[config.mk]
export PLATFORM = sky130hd
export DESIGN_NAME = instr_fetch_unit
export DESIGN_NICKNAME = d
export VERILOG_FILES = /design/src/rtl/instr_fetch_unit.sv
export SDC_FILE = /design/constraint.sdc
export NUM_CORES = 1
export LEC_CHECK = 0
export BUFFER_PORTS_ARGS = -buffer_cell sky130_fd_sc_hd__buf_2
export CORE_UTILIZATION = 59
export DETAILED_ROUTE_END_ITERATION = 7
export HOLD_SLACK_MARGIN = 0.05
export PLACE_DENSITY = 0.83
export SETUP_SLACK_MARGIN = 0.2
export SLEW_MARGIN = 20
export SYNTH_ARGS = -nofsm -noshare
export SYNTH_HDL_FRONTEND = slang
export SYNTH_SLANG_ARGS = --single-unit
[constraint.sdc]
create_clock -name clk -period 4.6 [get_ports clk]
set_clock_uncertainty 0.1 [all_clocks]
set_input_delay 0.46 -clock clk [delete_from_list [all_inputs] [get_ports clk]]
set_output_delay 0.46 -clock clk [all_outputs]
set_load 0.02 [all_outputs]
[src/rtl/instr_fetch_unit.sv]
// Instruction fetch unit: owns PC and IR and fetches one word per controller request
// over a variable-latency req/ack memory port, aborting after TIMEOUT wait cycles.
module instr_fetch_unit #(
   parameter int unsigned ADDR_W   = 13,
   parameter int unsigned DATA_W   = 8,
   parameter int unsigned TIMEOUT  = 15,
   parameter int unsigned RESET_PC = 0
) (
   input  logic              clk,
   input  logic              rst,
   input  logic              fetch_start,
   input  logic              pc_load,
   input  logic [ADDR_W-1:0] pc_load_val,
   output logic              mem_req,
   output logic [ADDR_W-1:0] mem_addr,
   input  logic              mem_ack,
   input  logic [DATA_W-1:0] mem_rdata,
   output logic [ADDR_W-1:0] pc,
   output logic [DATA_W-1:0] ir,
   output logic [3:0]        instruction,
   output logic              ir_valid,
   output logic              fetch_done,
   output logic              fetch_err,
   output logic              busy
);

   localparam int unsigned      CNT_W    = 8;
   localparam logic [CNT_W-1:0] TMO_LAST = CNT_W'(TIMEOUT - 1);

   typedef enum logic [1:0] {IDLE, REQ, WAIT, DONE} state_t;

   state_t            state;
   logic [CNT_W-1:0]  tmo_cnt;
   logic              jmp_pend;
   logic [ADDR_W-1:0] jmp_tgt;
   logic              jmp_hit;
   logic [ADDR_W-1:0] jmp_dst;

   // A jump arriving in the same cycle as the ack or abort still redirects this fetch.
   assign jmp_hit     = jmp_pend | pc_load;
   assign jmp_dst     = pc_load ? pc_load_val : jmp_tgt;
   assign instruction = ir[DATA_W-1 -: 4];

   always_ff @(posedge clk or posedge rst) begin
      if (rst) begin
         state      <= IDLE;
         pc         <= ADDR_W'(RESET_PC);
         ir         <= '0;
         ir_valid   <= 1'b0;
         mem_req    <= 1'b0;
         mem_addr   <= '0;
         fetch_done <= 1'b0;
         fetch_err  <= 1'b0;
         busy       <= 1'b0;
         jmp_pend   <= 1'b0;
         jmp_tgt    <= '0;
         tmo_cnt    <= '0;
      end else begin
         fetch_done <= 1'b0;

         // Jumps during a fetch are parked; the latest one wins.
         if ((state == REQ || state == WAIT) && pc_load) begin
            jmp_pend <= 1'b1;
            jmp_tgt  <= pc_load_val;
         end

         case (state)
            IDLE: begin
               if (pc_load) pc <= pc_load_val;
               if (fetch_start) begin
                  state     <= REQ;
                  mem_req   <= 1'b1;
                  busy      <= 1'b1;
                  fetch_err <= 1'b0;
                  tmo_cnt   <= '0;
                  mem_addr  <= pc_load ? pc_load_val : pc;
               end
            end
            REQ, WAIT: begin
               if (mem_ack) begin
                  ir         <= mem_rdata;
                  ir_valid   <= 1'b1;
                  mem_req    <= 1'b0;
                  busy       <= 1'b0;
                  fetch_done <= 1'b1;
                  state      <= DONE;
                  pc         <= jmp_hit ? jmp_dst : mem_addr + ADDR_W'(1);
                  jmp_pend   <= 1'b0;
               end else if (state == WAIT && tmo_cnt == TMO_LAST) begin
                  fetch_err <= 1'b1;
                  mem_req   <= 1'b0;
                  busy      <= 1'b0;
                  state     <= IDLE;
                  if (jmp_hit) pc <= jmp_dst;
                  jmp_pend  <= 1'b0;
               end else begin
                  state <= WAIT;
                  if (state == WAIT) tmo_cnt <= tmo_cnt + CNT_W'(1);
               end
            end
            DONE: begin
               if (pc_load) pc <= pc_load_val;
               state <= IDLE;
            end
            default: state <= IDLE;
         endcase
      end
   end

endmodule

== After elaboration in Yosys (flattened, before gate mapping) ==
Index checks and enable logic that the tools add are counted.
W data, S select, Z words.

* Add/subtract/negate cells: 2
* Equality and inequality tests: 11
* Multiplexer cells: 30
* Bitwise gates (word level): 1
* Reductions and logical operators: 13

{| class="wikitable"
|+ Operators by type and width
! cell !! count
|-
| $mux W13 || 6
|-
| $mux W8 || 4
|-
| $pmux W13 S2 || 1
|-
| $pmux W8 S2 || 1
|-
| $add A13 B1 Y13 const B || 1
|-
| $mux W1 || 12
|-
| $ne A2 B2 Y1 const B || 5
|-
| $add A8 B1 Y8 const B || 1
|-
| $eq A8 B4 Y1 const B || 1
|-
| $mux W2 || 3
|-
| $ne A3 B3 Y1 const B || 2
|-
| $pmux W2 S3 || 1
|-
| $reduce_and A2 Y1 || 3
|-
| $reduce_and A5 Y1 || 1
|-
| $eq A2 B2 Y1 const B || 2
|-
| $pmux W1 S2 || 2
|-
| $reduce_and A4 Y1 || 1
|-
| $reduce_or A2 Y1 || 2
|-
| $reduce_and A3 Y1 || 1
|-
| $eq A2 B1 Y1 const B || 1
|-
| $logic_and A1 B1 Y1 || 2
|-
| $logic_not A2 Y1 || 1
|-
| $reduce_bool A2 Y1 || 1
|-
| $logic_or A1 B1 Y1 || 1
|-
| $or A1 B1 Y1 || 1
|}

* Bits in registers: 62
* Input port bits: 26
* Output and inout port bits: 43
* Word-level logic and storage cells: 68

== Longest topological paths before layout ==
Gate-level depths: netlist of the first run.

* Word-level depth: 7
* Gate-level depth with buffers: 8
* Mapped depth without buffers: 6

== Worst setup path after synthesis of the first run ==
OpenSTA, ideal clock, no wires.

* Kind: register -> register
* Start point: reg state[0]
* End point: reg fetch_err
* Library setup time: 0.125 ns
* Arrival: 1.704 ns
* Slack: 2.671 ns
* Cell stages (with the launch flop): 7
* Path buffers: 0
* Clock period less this slack: 1.929 ns
* Path through: dfrtp_1 > inv_1 > ha_1 > nand2_1 > o2111ai_1 > a21oi_1 > mux2_2

* Cells in the longest elaborated chain, start to end: 4

{| class="wikitable"
|+ RTL lines
! item !! line !! RTL
|-
| start, declared || 32 || <nowiki>state_t state;</nowiki>
|-
| start signal, assigned || 46 || <nowiki>state <= IDLE;</nowiki>
|-
| start signal, assigned || 71 || <nowiki>state <= REQ;</nowiki>
|-
| start signal, assigned || 86 || <nowiki>state <= DONE;</nowiki>
|-
| $eq A2 B1 Y1 / $eq A2 B2 Y1 (equally long branches) || 67, 89 ||
|-
| $reduce_or A2 Y1 / $logic_and A1 B1 Y1 (equally long branches) || 67, 89 ||
|-
| $ne A2 B2 Y1 (no line) / $reduce_bool A2 Y1 (equally long branches) || n/a ||
|-
| $reduce_and A4 Y1 (no line) || n/a ||
|-
| end signal, assigned || 53 || <nowiki>fetch_err <= 1'b0;</nowiki>
|-
| end signal, assigned || 74 || <nowiki>fetch_err <= 1'b0;</nowiki>
|-
| end signal, assigned || 90 || <nowiki>fetch_err <= 1'b1;</nowiki>
|-
| end, declared || 23 || <nowiki>output logic fetch_err,</nowiki>
|}

Several ways; a longest one is shown, not always the timed one.
A chain may end at the register's enable or synchronous reset.

== Worst setup path in the final report of the first run ==
Same ends and word-level chain as after synthesis.

==> insert_results.sql, run 1 <==
INSERT INTO impl_metrics (metric_group, metric, value, unit) VALUES
('finish', 'layout-area-overhead-vs-synth', '15.6', '%'),
('worst_setup_path', 'slowest_stage_delay_cp', '610', 'ps'),
('timing', 'rsz_0062_raised_after_global_routing', 'no', ''),
('worst_setup_path', 'critical_path_cell_count', '6', ''),
('clock_tree', 'post_cts_hold_buffer_count', '0', ''),
('logic_synthesis', 'asyncSetResetFlopFracSynth', '100', '%'),
('worst_setup_path', 'timing.critical_path.fanout_max', '24', ''),
('logic_synthesis', 'synth_top_cells_by_area', 'dfrtp_1 46%, mux2_2 9.4%, mux2i_1 4.8%', ''),
('timing', 'hold-worst-slack', '239', 'ps'),
('worst_setup_path', 'cp_data_arrival_time', '3010', 'ps'),
('power_and_ir_drop', 'leakagePower', '1.75', 'nW'),
('clock_tree', 'htree_num_levels', '3', ''),
('placed_design', 'dp_cells', '448', ''),
('detailed_routing', 'routedWlPerCell', '16.8', 'microns'),
('logic_synthesis', 'synth_top_area_share', '46.2', '%'),
('clock_tree', 'cts_root_buf', 'clkbuf_8', ''),
('logic_synthesis', 'post_synth.cell_area_avg', '10.2', 'sq um'),
('logic_synthesis', 'synth_cell_type_count', '47', ''),
('hold_path', 'worstHoldPathType', 'primary input to async pin', ''),
('placed_design', 'placement.setup.worst_slack', '1740', 'ps'),
('logic_synthesis', 'yosys_register_bits', '62', ''),
('logic_synthesis', 'mappedNetlistArea', '0.00336', 'sq mm'),
('timing', 'max_clock_freq', '0.346', 'GHz'),
('worst_setup_path', 'path_delay_family', 'compound AO/OA/AOI/OAI gates', ''),
('detailed_routing', 'routed_via_density', '6.15', ''),
('grt', 'grt_remaining_overflow', '0', ''),
('placed_design', 'port-buffer-count', '68', ''),
('timing', 'setup_violations', '0', ''),
('worst_setup_path', 'ff_to_ff_path_depth', '6', ''),
('worst_setup_path', 'worst_setup_path_start_kind', 'flip-flop', ''),
('timing', 'timing.final.crit_share', '62.8', '%'),
('clock_tree', 'numCtsBuffers', '9', ''),
('finish', 'layout.nets', '421', ''),
('finish', 'insertedDiodeCount', '0', ''),
('floorplan', 'floorplan.core_area', '0.00551', 'sq mm'),
('timing', 'worstMarginPinSlew', '927', 'ps'),
('logic_synthesis', 'synth-seq-area-share', '46.2', '%'),
('finish', 'drive_gt1_share', '30.9', '%'),
('placed_design', 'place_hpwl', '5210', 'microns'),
('clock_tree', 'cts.reportedPaths.clkPinSlew', '70', 'ps'),
('flow_run', 'timing.max_cap.violations', '0', ''),
('detailed_routing', 'drt_wl_total', '7780', 'microns'),
('worst_setup_path', 'worst-endpoint-required', '4720', 'ps'),
('grt', 'grt_pass1_wl', '12700', 'microns'),
('power_and_ir_drop', 'vdd_drop_max', '0.400', 'mV'),
('placed_design', 'finalWeightedCongestion', '0.844', ''),
('detailed_routing', 'drt_pre_antenna_iters', '4', ''),
('worst_setup_path', 'crit_buf_inv', '1', ''),
('worst_setup_path', 'r2r-start', 'state[0]$_DFFE_PP0P_', ''),
('timing', 'fin_setup_tns', '0', 'ps'),
('floorplan', 'floorplan.die.width', '77.4', 'microns'),
('grt', 'number_of_global_route_vias_before_repair', '2648', ''),
('timing', 'final.min_clock_period', '2890', 'ps'),
('clock_tree', 'cts_max_path_buffers', '2', ''),
('logic_synthesis', 'synth_most_common_cell', 'dfrtp_1', ''),
('logic_synthesis', 'synth_enable_flop_cells', '0', ''),
('worst_setup_path', 'crit_type', 'flip-flop to flip-flop', ''),
('detailed_routing', 'initialDrtViolationCount', '245', ''),
('worst_setup_path', 'r2r_end', 'fetch_err$_DFFE_PP0P_', ''),
('worst_setup_path', 'critPathCaptureType', 'flip-flop', ''),
('outcome', 'run_status', 'complete, no violations', ''),
('floorplan', 'die_area', '0.00600', 'sq mm'),
('logic_synthesis', 'netlist_instances', '329', ''),
('grt', 'grt_start_max_net_pins', '63', ''),
('logic_synthesis', 'yosysWarningCount', '0', ''),
('timing', 'report.final.slew_viol_count', '0', ''),
('floorplan', 'io_pins', '69', ''),
('clock_tree', 'tritoncts', 'built', ''),
('grt', 'initial_antenna_violation_count', '0', ''),
('worst_setup_path', 'setup.worst_path.end', 'fetch_err$_DFFE_PP0P_', ''),
('timing', 'worst_slack', '1710', 'ps');
-- worst min path at each step --
stage	cells past startpoint	slack (ps)	endpoint
final	3	240	ir[4]$_DFFE_PP0N_
after global routing	2	250	ir[3]$_DFFE_PP0N_
after CTS	2	250	ir[3]$_DFFE_PP0N_
after detailed placement	1	350	ir_valid$_DFFE_PP0N_
after global placement	1	350	ir_valid$_DFFE_PP0N_
after floorplan	1	370	jmp_tgt[10]$_DFFE_PP0P_
-- through the flow --
step	utilization [%]	cell area (sq um)	total power, W
floorplan	-	3360	0.00216
global placement	67.1	3690	0.00252
detailed placement	67.1	3690	0.00257
CTS	70.5	3880	0.00305
global route	70.5	3880	0.00325
finish	70.5	3880	0.00305
-- layout make-up --
class | count | area (sq um)
clock inverters | 5 | 50.0
multi-input cells | 235 | 1660
repair buffers | 70 | 355
well taps | 72 | 90.1
flip-flops and latches | 62 | 1550
fillers | 430 | 1620
clock buffers | 10 | 138
inverters | 9 | 33.8
-- metal layers --
| layer | vias up | share of wire (%) | track usage [%] |
|---|---|---|---|
| li1 | 1333 | - | - |
| met1 | 1402 | 46 | 36.8 |
| met2 | 103 | 48 | 42.7 |
| met3 | 8 | 5.0 | 6.59 |
| met4 | 0 | 0.99 | 9.06 |
| met5 | - | 0 | 0 |
-- power breakdown --
part	switching, W	internal (W)	total [W]
logic	0.000944	0.000605	0.00155
registers	0.000231	0.000804	0.00103
clock network	0.000209	0.000258	0.000467
-- state kept, by name, indices dropped and copies added (netlist names) --
register,flops
ir,8
pc,13
tmo_cnt,8
fetch_err,1
fetch_done,1
busy,1
jmp_pend,1
jmp_tgt,13
ir_valid,1
mem_addr,13
state,2
-- cell usage in the layout, fill, tap and decap left out, drive strengths merged, types with 3 or more instances in the layout --
cell    Yosys  layout
mux2i      16      16
mux2       28      28
buf         9      70
clkinv      0       4
a21oi      22      22
nor2       27      27
o31a        4       4
and2        4       4
a31oi       3       3
nor4        4       4
nand3      11      11
nor3        3       3
dfrtp      62      62
clkbuf     14      10
o221ai      4       4
o31ai      12      12
o21ai      16      16
ha          8       8
o22ai       3       3
and3        3       3
nand4       8       8
nor2b       4       4
o41ai       4       4
inv         9       9
nand2b      4       4
o21a        3       3
nand2      23      23
a41oi       4       4
-- cells by family after synthesis --
family                   share of synthesized area, %
AND/OR/NAND/NOR                                  14.4
buffers and inverters                            4.25
flip-flops                                       46.2
adder cells (fa/ha/maj)                          2.98
XOR/XNOR                                        0.783
AO/OA/AOI/OAI                                    17.3
multiplexers                                     14.2
-- worst register-to-register path: stages (launching register included) --
cell	delay [ps]
dfrtp_1	390
inv_1	110
ha_1	610
nand2_1	490
o2111ai_1	460
a21oi_1	260
mux2_2	350
No activity file was read; power rests on OpenSTA's default activity.
==> run 2, diff against run 1 <==
--- a/config.mk
+++ b/config.mk
@@ -5,11 +5,12 @@
 export SDC_FILE = /design/constraint.sdc
 export NUM_CORES = 1
 export LEC_CHECK = 0
+export ABC_AREA = 1
 export BUFFER_PORTS_ARGS = -buffer_cell sky130_fd_sc_hd__buf_2
-export CORE_UTILIZATION = 59
+export CORE_UTILIZATION = 56
 export DETAILED_ROUTE_END_ITERATION = 7
 export HOLD_SLACK_MARGIN = 0.05
-export PLACE_DENSITY = 0.83
+export PLACE_DENSITY = 0.79
 export SETUP_SLACK_MARGIN = 0.2
 export SLEW_MARGIN = 20
 export SYNTH_ARGS = -nofsm -noshare
==> constraint.sdc (replaced) <==
create_clock -name clk -period 2.7 [get_ports clk]
set_clock_uncertainty 0.1 [all_clocks]
set_input_delay 0.27 -clock clk [delete_from_list [all_inputs] [get_ports clk]]
set_output_delay 0.27 -clock clk [all_outputs]
set_load 0.02 [all_outputs]
==> run 2 against run 1 <==
Against the previous run: via count grew 20%; sequential power is 64% higher; routed wire length rose by 13%; global-route usage up 1.6 points; sequential share of layout area fell by 3.1 points; worst setup slack got worse by 1200 ps; synthesized cell count increased by 51%; non-clock buffer count up 16; critical endpoint is now pc[1]$_DFFE_PP0P_; largest power group unchanged; highest routed layer unchanged.
==> insert_results.sql, run 2 <==
INSERT INTO impl_metrics (metric_group, metric, value, unit) VALUES
('worst_setup_path', 'crit_buf_inv', '4', ''),
('detailed_routing', 'routed_via_density', '5.26', ''),
('flow_run', 'timing.max_cap.violations', '0', ''),
('logic_synthesis', 'commonest_cells_in_the_synthesized_netlist', '223 x nand2_1, 62 x dfrtp_1, 34 x inv_1, 33 x nor2_1, 32 x o21ai_0', ''),
('power_and_ir_drop', 'switching_share', '49.2', '%'),
('worst_setup_path', 'critPathMostFrequentCell', 'nand2_4', ''),
('logic_synthesis', 'synth_net_count', '530', ''),
('clock_tree', 'clk-insertion-delay-late', '340', 'ps'),
('timing', 'maxSlewHeadroom', '59.8', '%'),
('logic_synthesis', 'netlist_instances', '496', ''),
('finish', 'final-seq-area', '0.00155', 'sq mm'),
('finish', 'layout.cell_area.non_filler', '0.00421', 'sq mm'),
('floorplan', 'start_util', '59.1', '%'),
('detailed_routing', 'routedWlPerCell', '13.6', 'microns'),
('worst_setup_path', 'cp_data_arrival_time', '2320', 'ps'),
('detailed_routing', 'initialDrtViolationCount', '357', ''),
('clock_tree', 'cts_max_path_buffers', '2', ''),
('floorplan', 'floorplan.die.width', '81.8', 'microns'),
('clock_tree', 'cts.reportedPaths.clkPinSlew', '60', 'ps'),
('placed_design', 'place_hpwl', '6330', 'microns'),
('finish', 'multi_input_comb_area', '0.00172', 'sq mm'),
('finish', 'final_common_cell', 'nand2_1', ''),
('power_and_ir_drop', 'combinationalPowerShare', '52.7', '%'),
('timing', 'hold-worst-slack', '59.8', 'ps'),
('power_and_ir_drop', 'cellInternalPower', '0.00261', 'W'),
('grt', 'grt_remaining_overflow', '0', ''),
('power_and_ir_drop', 'clockPowerShare', '14.4', '%'),
('outcome', 'run_status', 'complete, no violations', ''),
('finish', 'layout.cells.most_common_list', '223 x nand2_1, 68 x buf_2, 62 x dfrtp_1, 33 x inv_1, 33 x nor2_1', ''),
('logic_synthesis', 'synth_cell_type_count', '34', ''),
('worst_setup_path', 'critical-path-slowest-cell', 'dfrtp_1', ''),
('timing', 'worstMarginPinSlew', '602', 'ps'),
('logic_synthesis', 'dominantRegCellSynth', 'dfrtp_1', ''),
('logic_synthesis', 'post_synth.cell_area_avg', '7.18', 'sq um'),
('floorplan', 'die_h', '81.8', 'microns'),
('power_and_ir_drop', 'power.share.sequential', '32.9', '%'),
('grt', 'number_of_global_route_vias_before_repair', '3028', ''),
('detailed_routing', 'drt.antenna.violating_nets', '0', ''),
('power_and_ir_drop', 'leakagePower', '2.24', 'nW'),
('logic_synthesis', 'synth_enable_flop_cells', '0', ''),
('finish', 'reg_top3', 'jmp_tgt: 13 flops, mem_addr: 13 flops, pc: 13 flops', ''),
('hold_path', 'worstHoldPathType', 'primary input to flip-flop', ''),
('worst_setup_path', 'cp_cell_sequence', 'inv_1 > ha_1 > buf_4 > inv_4 > nor2_1 > nand2_4 > nand2_4 > clkinv_4 > nand2_1 > o21ai_0', ''),
('detailed_routing', 'drt_pre_antenna_iters', '6', ''),
('placed_design', 'port-buffer-count', '68', ''),
('timing', 'setup_violations', '0', ''),
('logic_synthesis', 'synth_top_cells_by_area', 'dfrtp_1 44%, nand2_1 23%, o21ai_0 4.5%', ''),
('worst_setup_path', 'slowest_stage_delay_cp', '390', 'ps'),
('clock_tree', 'cts.sinks', '62', ''),
('timing', 'worst_slack', '501', 'ps'),
('clock_tree', 'htree_num_levels', '3', ''),
('worst_setup_path', 'path_delay_family', 'buffers and inverters', ''),
('power_and_ir_drop', 'switching_power', '0.00253', 'W'),
('logic_synthesis', 'asyncSetResetFlopFracSynth', '100', '%'),
('detailed_routing', 'drt_drc_violations_left', '0', ''),
('timing', 'fin_setup_tns', '0', 'ps'),
('finish', 'fillers', '508', ''),
('floorplan', 'floorplan.core_area', '0.00603', 'sq mm'),
('finish', 'stdcell_count', '650', ''),
('finish', 'layout.nets', '606', ''),
('worst_setup_path', 'critPathCaptureType', 'flip-flop', ''),
('placed_design', 'placement.setup.worst_slack', '529', 'ps'),
('logic_synthesis', 'post_synthesis_cell_type_with_the_largest_combined_area', 'dfrtp_1', ''),
('logic_synthesis', 'synth-seq-area-share', '43.5', '%'),
('timing', 'max_clock_freq', '0.455', 'GHz'),
('worst_setup_path', 'worst-endpoint-required', '2820', 'ps'),
('finish', 'insertedDiodeCount', '0', ''),
('logic_synthesis', 'mappedNetlistArea', '0.00356', 'sq mm'),
('timing', 'endpoints_failing_hold', '0', ''),
('finish', 'drive_gt1_share', '18.6', '%'),
('grt', 'grt_start_max_net_pins', '28', ''),
('floorplan', 'io_pins', '69', ''),
('placed_design', 'finalWeightedCongestion', '0.893', ''),
('timing', 'final.min_clock_period', '2200', 'ps'),
('logic_synthesis', 'synth_most_common_cell', 'nand2_1', ''),
('clock_tree', 'cts_root_buf', 'clkbuf_8', ''),
('timing', 'report.final.slew_viol_count', '0', ''),
('grt', 'grt_pass1_wl', '14300', 'microns'),
('grt', 'grtUsageTotal', '28.7', '%'),
('floorplan', 'die_area', '0.00669', 'sq mm'),
('worst_setup_path', 'crit_type', 'flip-flop to flip-flop', ''),
('logic_synthesis', 'yosys_register_bits', '62', ''),
('grt', 'initial_antenna_violation_count', '0', ''),
('finish', 'layout-area-overhead-vs-synth', '18.2', '%'),
('logic_synthesis', 'synth_top_area_share', '43.5', '%'),
('power_and_ir_drop', 'pwr_density_cell', '1220', 'mW/mm^2'),
('clock_tree', 'numCtsBuffers', '9', ''),
('timing', 'timing.final.crit_share', '81.4', '%'),
('worst_setup_path', 'timing.critical_path.fanout_max', '26', ''),
('power_and_ir_drop', 'vdd_drop_max', '0.693', 'mV'),
('placed_design', 'dp_cells', '622', ''),
('clock_tree', 'post_cts.repair.setup_buffers', '0', ''),
('placed_design', 'post_dp_cell_area', '0.00390', 'sq mm'),
('clock_tree', 'tritoncts', 'built', ''),
('detailed_routing', 'dr_total_vias', '3418', ''),
('timing', 'rsz_0062_raised_after_global_routing', 'no', ''),
('logic_synthesis', 'yosysWarningCount', '0', ''),
('detailed_routing', 'drt_wl_total', '8810', 'microns'),
('worst_setup_path', 'worst_setup_path_start_kind', 'flip-flop', ''),
('floorplan', 'number_of_placement_rows', '28', '');
## run 2: cell types whose count changed after synthesis, moves of 11 or more
| cell | previous run | this run |
|---|---|---|
| nand2_1 | 22 | 223 |
| mux2_2 | 28 | 0 |
| inv_1 | 9 | 34 |
| mux2i_1 | 16 | 0 |
| o21ai_0 | 16 | 32 |
| nand3_1 | 11 | 24 |
| a21oi_1 | 22 | 10 |
| clkbuf_1 | 14 | 3 |
| o31ai_1 | 11 | 0 |
## run 2: cells by family after synthesis
kind of cell    share of synthesized area (%)
compound gates                           8.71
xor+xnor                                0.983
fa+ha+maj                                2.81
buf+inv                                  8.25
flops                                    43.5
simple gates                             35.7
## run 2: power groups by stage
stage	Combinational, W	Sequential (W)	Clock, W
2_1_floorplan	0.00174	0.00195	0
3_3_place_gp	0.00259	0.00168	0
3_5_place_dp	0.00267	0.00169	0
4_1_cts	0.00269	0.00168	0.000746
5_1_grt	0.00305	0.00174	0.000773
6_report	0.00271	0.00169	0.000741
## run 2: per-layer routing
layer	part of all wire (%)	vias to the layer above	global-route usage, %
met2	43	144	40.2
met1	49	1551	44.2
met3	6.5	14	5.44
met4	1.5	0	8.60
met5	0	-	0
li1	-	1709	-
## run 2: worst paths after layout
path	slack, ps	endpoint	cells past startpoint	from
worst max-delay path	500	pc[1]$_DFFE_PP0P_	10	state[1]$_DFFE_PP0P_
worst min-delay path	60	jmp_tgt[9]$_DFFE_PP0P_	3	pc_load_val[9]
worst max register to register	500	pc[1]$_DFFE_PP0P_	10	state[1]$_DFFE_PP0P_
worst min register to register	380	ir_valid$_DFFE_PP0N_	1	ir_valid$_DFFE_PP0N_
max in group asynchronous	1360	jmp_tgt[6]$_DFFE_PP0P_	4	rst
min in group asynchronous	450	pc[0]$_DFFE_PP0P_	3	rst
## run 2: timing repair
action	4_1_cts	5_1_grt
endpoints found under the hold margin	38	0
gates resized for setup	0	0
hold buffers	14	0
endpoints found under the setup margin	0	0
## run 2: cell type report
cell class	instances	share of cell area (%)
repair buffers	86	12.1
flip-flops and latches	62	36.8
multi-input cells	372	40.8
inverters	41	3.89
well taps	75	2.23
clock inverters	1	0.119
clock buffers	13	4.01
## run 2: tightest hold or removal path, delay by kind of cell
kind                   cells  cell delay (ps)
AND/OR/NAND/NOR            2              100
buffers and inverters      1               90
## run 2: stage by stage
stage | power [W] | util (%)
finish | 0.00514 | 69.9
global route | 0.00556 | 69.9
CTS | 0.00512 | 69.9
detailed placement | 0.00436 | 64.7
floorplan | 0.00369 | -
global placement | 0.00427 | 64.7
